`src/rtl/soma_bcd_serial.sv`:
```
// Serial BCD adder/subtractor: one decimal digit per clock, least-significant
// digit first. Subtraction uses nines' complement of B plus an initial carry
// of 1, so the result is the ten's complement A-B+10^DIGITS.
//
// Handshake: a request is accepted on a rising edge where agora=1 and the
// FSM is idle (ocupado=0). The result (S, carry, erro) is valid in the single
// cycle where pronto=1 and is held until the next accepted request. Requests
// presented while ocupado=1 are dropped, never queued.
module soma_bcd_serial #(
  parameter int DIGITS = 4
) (
  input  logic                  clk,
  input  logic                  rst_n,
  input  logic                  agora,
  input  logic                  op,
  input  logic [4*DIGITS-1:0]   A,
  input  logic [4*DIGITS-1:0]   B,
  output logic [4*DIGITS-1:0]   S,
  output logic                  carry,
  output logic                  erro,
  output logic                  ocupado,
  output logic                  pronto,
  output logic [1:0]            estado_dbg
);

  localparam int IW = (DIGITS > 1) ? $clog2(DIGITS) : 1;

  typedef enum logic [1:0] {
    OCIOSO = 2'd0,
    CALC   = 2'd1,
    FIM    = 2'd2
  } estado_t;

  estado_t               state_q, state_d;
  logic [4*DIGITS-1:0]   a_q, b_q;
  logic                  op_q;
  logic [IW-1:0]         idx_q;
  logic                  c_q;
  logic [4*DIGITS-1:0]   s_q;
  logic                  carry_q, erro_q;

  logic                  bad_in;
  logic                  last;
  logic [IW+1:0]         base;
  logic [3:0]            a_d, b_d, b_eff, dig;
  logic [4:0]            sum;
  logic                  cout;

  // Flag any non-BCD digit in the operands being presented for latching.
  always_comb begin
    bad_in = 1'b0;
    for (int i = 0; i < DIGITS; i++) begin
      if (A[4*i +: 4] > 4'd9 || B[4*i +: 4] > 4'd9) bad_in = 1'b1;
    end
  end

  // One-digit decimal adder on the digit selected by idx_q.
  always_comb begin
    last  = (idx_q == IW'(DIGITS - 1));
    base  = {idx_q, 2'b00};
    a_d   = a_q[base +: 4];
    b_d   = b_q[base +: 4];
    b_eff = op_q ? (4'd9 - b_d) : b_d;
    sum   = {1'b0, a_d} + {1'b0, b_eff} + {4'b0000, c_q};
    cout  = (sum > 5'd9);
    // For sum in 10..19, adding 6 modulo 16 equals subtracting 10.
    dig   = cout ? (sum[3:0] + 4'd6) : sum[3:0];
  end

  // FSM state register.
  always_ff @(posedge clk or negedge rst_n) begin
    if (!rst_n) state_q <= OCIOSO;
    else        state_q <= state_d;
  end

  // FSM next-state logic.
  always_comb begin
    state_d = state_q;
    case (state_q)
      OCIOSO:  if (agora) state_d = bad_in ? FIM : CALC;
      CALC:    if (last)  state_d = FIM;
      FIM:     state_d = OCIOSO;
      default: state_d = OCIOSO;
    endcase
  end

  // Operand latch, digit-serial datapath and result registers.
  always_ff @(posedge clk or negedge rst_n) begin
    if (!rst_n) begin
      a_q     <= '0;
      b_q     <= '0;
      op_q    <= 1'b0;
      idx_q   <= '0;
      c_q     <= 1'b0;
      s_q     <= '0;
      carry_q <= 1'b0;
      erro_q  <= 1'b0;
    end else begin
      case (state_q)
        OCIOSO: begin
          if (agora) begin
            a_q     <= A;
            b_q     <= B;
            op_q    <= op;
            idx_q   <= '0;
            c_q     <= op;
            s_q     <= '0;
            carry_q <= 1'b0;
            erro_q  <= bad_in;
          end
        end
        CALC: begin
          s_q[base +: 4] <= dig;
          c_q            <= cout;
          idx_q          <= idx_q + 1'b1;
          // Add reports overflow; subtract reports borrow (no final carry).
          if (last) carry_q <= op_q ? ~cout : cout;
        end
        default: ;
      endcase
    end
  end

  // Status and result outputs.
  always_comb begin
    S          = s_q;
    carry      = carry_q;
    erro       = erro_q;
    ocupado    = (state_q != OCIOSO);
    pronto     = (state_q == FIM);
    estado_dbg = state_q;
  end

endmodule

```
`config.mk`:
```
export PLATFORM = sky130hd
export DESIGN_NAME = soma_bcd_serial
export DESIGN_NICKNAME = d
export VERILOG_FILES = /design/src/rtl/soma_bcd_serial.sv
export SDC_FILE = /design/constraint.sdc
export NUM_CORES = 1
export LEC_CHECK = 0
export ABC_AREA = 1
export BUFFER_PORTS_ARGS = -buffer_cell sky130_fd_sc_hd__buf_2
export CELL_PAD_IN_SITES_DETAIL_PLACEMENT = 1
export CELL_PAD_IN_SITES_GLOBAL_PLACEMENT = 1
export CORE_MARGIN = 2
export CORE_UTILIZATION = 40
export DETAILED_ROUTE_END_ITERATION = 8
export PLACE_DENSITY = 0.84
export SKIP_CTS_REPAIR_TIMING = 1
export SYNTH_ARGS = -nofsm -noshare
export SYNTH_HDL_FRONTEND = slang
export SYNTH_SLANG_ARGS = --single-unit
```
`constraint.sdc`:
```
create_clock -name clk -period 6.6 [get_ports clk]
set_input_delay 0.66 -clock clk [delete_from_list [all_inputs] [get_ports clk]]
set_output_delay 0.66 -clock clk [all_outputs]
set_load 0.1 [all_outputs]
```
; ---- Yosys cells after proc, flatten, opt, wreduce, memory -nomap -nowiden
; Index checks and enable logic that the tools add are counted.
[word_totals]
reg_bits = 56
in_bits = 36
out_inout_bits = 22
[classes]
n_shift = 4
order_cmp = 9
n_reduce_logical = 11
addsub = 6
bitwise = 1
eq_ne = 5
mux = 21
[ops]
columns = op, n
row1 = $gt A4 B4 Y1 const B, 8
row2 = $pmux W16 S2, 1
row3 = $shiftx A16 B5 Y4, 2
row4 = $bwmux W16, 1
row5 = $mux W16, 1
row6 = $shift A4 B6 Y16 const A, 1
row7 = $shiftx A4 B6 Y16, 1
row8 = $mux W1, 8
row9 = $mux W2, 4
row10 = $mux W4, 2
row11 = $pmux W2 S2, 2
row12 = $neg A4 Y6, 1
row13 = $reduce_and A2 Y1, 3
row14 = $add A4 B4 Y5, 1
row15 = $add A5 B1 Y5, 1
row16 = $gt A5 B4 Y1 const B, 1
row17 = $add A4 B3 Y4 const B, 1
row18 = $eq A2 B2 Y1 const B, 2
row19 = $logic_or A1 B1 Y1, 4
row20 = $ne A2 B2 Y1 const B, 2
row21 = $pmux W1 S2, 2
row22 = $reduce_bool A2 Y1, 2
row23 = $sub A4 B4 Y4 const A, 1
row24 = $reduce_and A3 Y1, 1
row25 = other kinds (4), 4

; ---- Logic depth before layout (Yosys ltp)
[depth]
ltp_word = 10
depth_mapped = 22
ltp_nobuf = 20

; ---- Worst setup path after synthesis
; No wires, ideal clock.
[synth_path]
path_type = register to register
startpoint = register idx_q[0]
endpoint = register s_q[10], in the netlist S[10]
arrival_ns = 2.940
t_required_ns = 6.468
setup_time_ns = 0.132
path_stages_with_launch = 22
n_path_buf = 2
slack_ns = 3.528
synth_period_minus_slack_ns = 3.072
path_cell_list = dfrtp_1 -> buf_2 -> clkinv_1 -> buf_2 -> nand2_1 -> a32oi_1 -> inv_1 -> ha_1 -> nand2_1 -> o21ai_0 -> ha_1 -> inv_1 -> nand2_1 -> nand2_2 -> ha_1 -> nand2_1 -> a21boi_2 -> nand2_2 -> nand3b_1 -> nand2_2 -> nand3_1 -> o21ai_0
[synth_between]
elab_chain_len = 10
word_cells_on_any_way = 14
[synth_lines]
columns = item, line_no
row1 = start: declaration, 37  ; logic [IW-1:0] idx_q;
row2 = start signal: assignment, 115  ; idx_q <= idx_q + 1'b1;
row3 = $shiftx A16 B5 Y4, 62  ; b_d = b_q[base +: 4];
row4 = $sub A4 B4 Y4, 63  ; b_eff = op_q ? (4'd9 - b_d) : b_d;
row5 = $mux W4, 63
row6 = $add A4 B4 Y5, 64  ; sum = {1'b0, a_d} + {1'b0, b_eff} + {4'b0000, c_q};
row7 = $add A5 B1 Y5, 64
row8 = $add A4 B3 Y4 or $gt A5 B4 Y1 (tied branches), "67, 65"
row9 = $mux W4, 67  ; dig = cout ? (sum[3:0] + 4'd6) : sum[3:0];
row10 = $shiftx A4 B6 Y16, 113  ; s_q[base +: 4] <= dig;
row11 = $bwmux W16 (*), 113
row12 = $pmux W16 S2 (*), 99  ; case (state_q)
row13 = end signal: indexed assignment, 113
row14 = end: declaration, 39  ; logic [4*DIGITS-1:0] s_q;
; Mark *: on every way between the ends. The rest lies on a longest branch, timed or not.
; A chain may end at the register's enable or synchronous reset.

; ---- Worst setup path after layout
[layout_path]
startpoint = register idx_q[0]
endpoint = register s_q[9], in the netlist S[9]
; Same word-level chain as after synthesis.

==> impl_metrics.py <==
metrics = {
    "global_route": {
        "overflow": 0,
        "grt_max_degree": 57,
        "grt_pass1_vias": 2721,
        "track_usage_pct": 21.3,
        "antenna_found_initial": 0,
        "grt_pass1_wl_um": 13000,
    },
    "placed_design": {
        "gp_congestion": 0.844,
        "portBuffers": 57,
        "dp.cells": 517,
        "dp_hpwl_um": 5880,
    },
    "finish": {
        "multiInputGateArea_um2": 1310,
        "drive_gt1_share_pct": 18.8,
        "final_common_cell": "nand2_1",
        "synthToLayoutAreaGrowth_pct": 16.2,
        "fillerInstances": 924,
        "diodes": 0,
        "mostFrequentLayoutCells": "nand2_1, buf_2, dfrtp_1",
        "seqCellArea_um2": 1400,
        "layout.nets": 472,
        "final_cells": 525,
    },
    "floorplan": {
        "die_area_um2": 8030,
        "die_w_um": 89.6,
        "design.core.area_um2": 7180,
        "die-height_um": 89.6,
        "io_pins": 58,
        "start_util_pct": 40.8,
        "rows": 31,
    },
    "power": {
        "intPower_mw": 0.624,
        "p_clk_share_pct": 22.7,
        "sequentialPowerShare_pct": 39.1,
        "power.density_nw_per_um2": 307,
        "power.switching_mw": 0.421,
        "total_power_mw": 1.05,
        "ir_worst_vdd_uv": 122,
        "comb_power_share_pct": 38.2,
        "p_leak_nw": 1.83,
        "swShare_pct": 40.3,
    },
    "synth": {
        "synth-edff-count": 0,
        "yosysSeqAreaShare_pct": 47.8,
        "syn_area_um2": 2930,
        "yosysWarningCount": 0,
        "ys_types": 33,
        "synthCells": 371,
        "async_flop_share_pct": 100,
        "synth_nets": 418,
        "ys_ff_latch": 56,
        "syn_area_per_cell_um2": 7.90,
        "synth_top_flop_cell": "dfrtp_1",
    },
    "clocking": {
        "clk_path_buf_depth": 2,
        "htree_num_levels": 2,
        "clk_pin_slew_ns": 0.11,
        "clockRootBuffer": "clkbuf_8",
        "worstSkewPairLatency_ns": 0.33,
        "cts_tree": "built",
        "numCtsBuffers": 5,
        "cts_sinks": 56,
    },
    "critical_path": {
        "cp_max_fo": 27,
        "critPathSlowestCell": "dfrtp_1",
        "path_cells": "clkinv_1 -> o21ai_0 -> o22ai_1 -> xor2_1 -> fa_1 -> inv_1 -> fa_1 -> inv_1 -> ha_1 -> nand2_1 -> a21boi_2 -> nand2_2 -> nand2_4 -> nand2_1 -> nand2_2 -> nand3_1 -> o21ai_0",
        "worstPathRequired_ns": 6.78,
        "arrival_ns": 4.53,
        "max_stage_delay_ns": 0.89,
        "critPathKind": "reg2reg",
        "startpoint_type": "register",
        "end_kind": "register",
    },
    "sta": {
        "tightest_slew_ns": 0.816,
        "skew_ns": 0.0159,
        "fmax_ghz": 0.230,
        "maxSlewViolCount": 0,
        "fin_crit_sh_pct": 65.9,
        "finalHoldViolations": 0,
        "rsz0062_at_grt": "no",
        "finalCriticalPeriod_ns": 4.35,
        "finalSetupViolCount": 0,
        "fin_setup_tns_ns": 0,
        "relSlewSlack_pct": 45.6,
    },
    "route": {
        "drt-total-wl_um": 7730,
        "drt_iter0_drc": 62,
        "wl_per_cell_um": 14.7,
        "via_per_inst": 4.98,
        "vias": 2613,
        "postRouteAntennaNets": 0,
        "drc": 0,
        "first_pass_iters": 4,
    },
    "hold_path": {
        "hp-class": "in2async",
    },
    "run": {
        "maxCapViolCount": 0,
    },
    "status": {
        "status": "complete, no violations",
    },
}
## worst max-delay path, delay by kind of cell, from the launching register on
kind | cells | cell delay (ns)
fa+ha+maj | 3 | 1.04
flops | 1 | 0.89
buf+inv | 3 | 0.88
compound gates | 4 | 0.72
simple gates | 6 | 0.48
xor+xnor | 1 | 0.17
## path summary, 6_finish.rpt
check                          from      end  slack, ns  cells past startpoint
min                           rst_n     S[2]       0.44                      2
min reg2reg                 a_q[10]  a_q[10]       0.49                      2
max in group asynchronous     rst_n   a_q[4]       5.64                      2
max                        idx_q[0]     S[9]       2.25                     17
max reg2reg                idx_q[0]     S[9]       2.25                     17
min in group clk            a_q[10]  a_q[10]       0.49                      2
## layer usage
metal	track usage, %	vias up	part of all wire (%)
li1	-	1285	-
met1	26.1	1260	44
met2	37.9	57	50
met3	3.75	11	3.5
met4	6.65	0	1.7
met5	0	-	0
## cell type report
type                            count  area share, %
Tap cell                           99           3.64
Multi-Input combinational cell    260           38.4
Clock inverter                      2           1.14
Sequential cell                    56           41.1
Timing Repair Buffer               59           8.82
Clock buffer                        6           2.13
Inverter                           43           4.74
## cells in the mapped netlist (all sizes together), types with 2 or more instances
cell	n	area (um^2)
inv	41	154
fa	2	40.0
nand2	140	548
ha	9	113
o21ai	40	200
nand4	8	50.1
dfrtp	56	1400
nand3	13	75.1
buf	8	45.0
clkinv	2	7.51
nor2	21	81.3
a32oi	2	17.5
a21oi	8	51.3
nor3	3	20.0
o21bai	2	15.0
xor2	2	17.5
clkbuf	4	15.0
o22ai	4	25.0
## sequential cells by signal, summed over array words and instances (netlist names)
name,cells
S,16
estado_dbg,2
erro,1
b_q,16
carry,1
c_q,1
op_q,1
idx_q,2
a_q,16
## logic make-up (layout without fill, tap and decap cells)
family	after synthesis	in the layout	share of synthesized area [%]
adder cells (fa/ha/maj)	11	11	5.21
AO/OA/AOI/OAI	60	60	11.8
buffers and inverters	55	110	7.56
flip-flops	56	56	47.8
XOR/XNOR	3	3	0.897
AND/OR/NAND/NOR	186	186	26.7
## power groups by stage
stage	logic, mW	clock network, mW	registers (mW)
after floorplan	0.287	0	0.425
after global placement	0.381	0	0.415
after detailed placement	0.400	0	0.416
after CTS	0.403	0.242	0.409
after global routing	0.454	0.253	0.414
final	0.399	0.237	0.409
## per-stage QoR
stage / setup slack, ns / hold WS (ns) / util [%] / instance area (um^2)
after floorplan: 3.53 / 0.364 / - / 2930
after global placement: 2.65 / 0.467 / 45.9 / 3290
after detailed placement: 2.33 / 0.471 / 45.9 / 3290
after CTS: 2.29 / 0.494 / 47.5 / 3410
after global routing: 1.82 / 0.521 / 47.5 / 3410
final: 2.25 / 0.445 / 47.5 / 3410
Note: power is estimated with default switching activity, not from simulation.
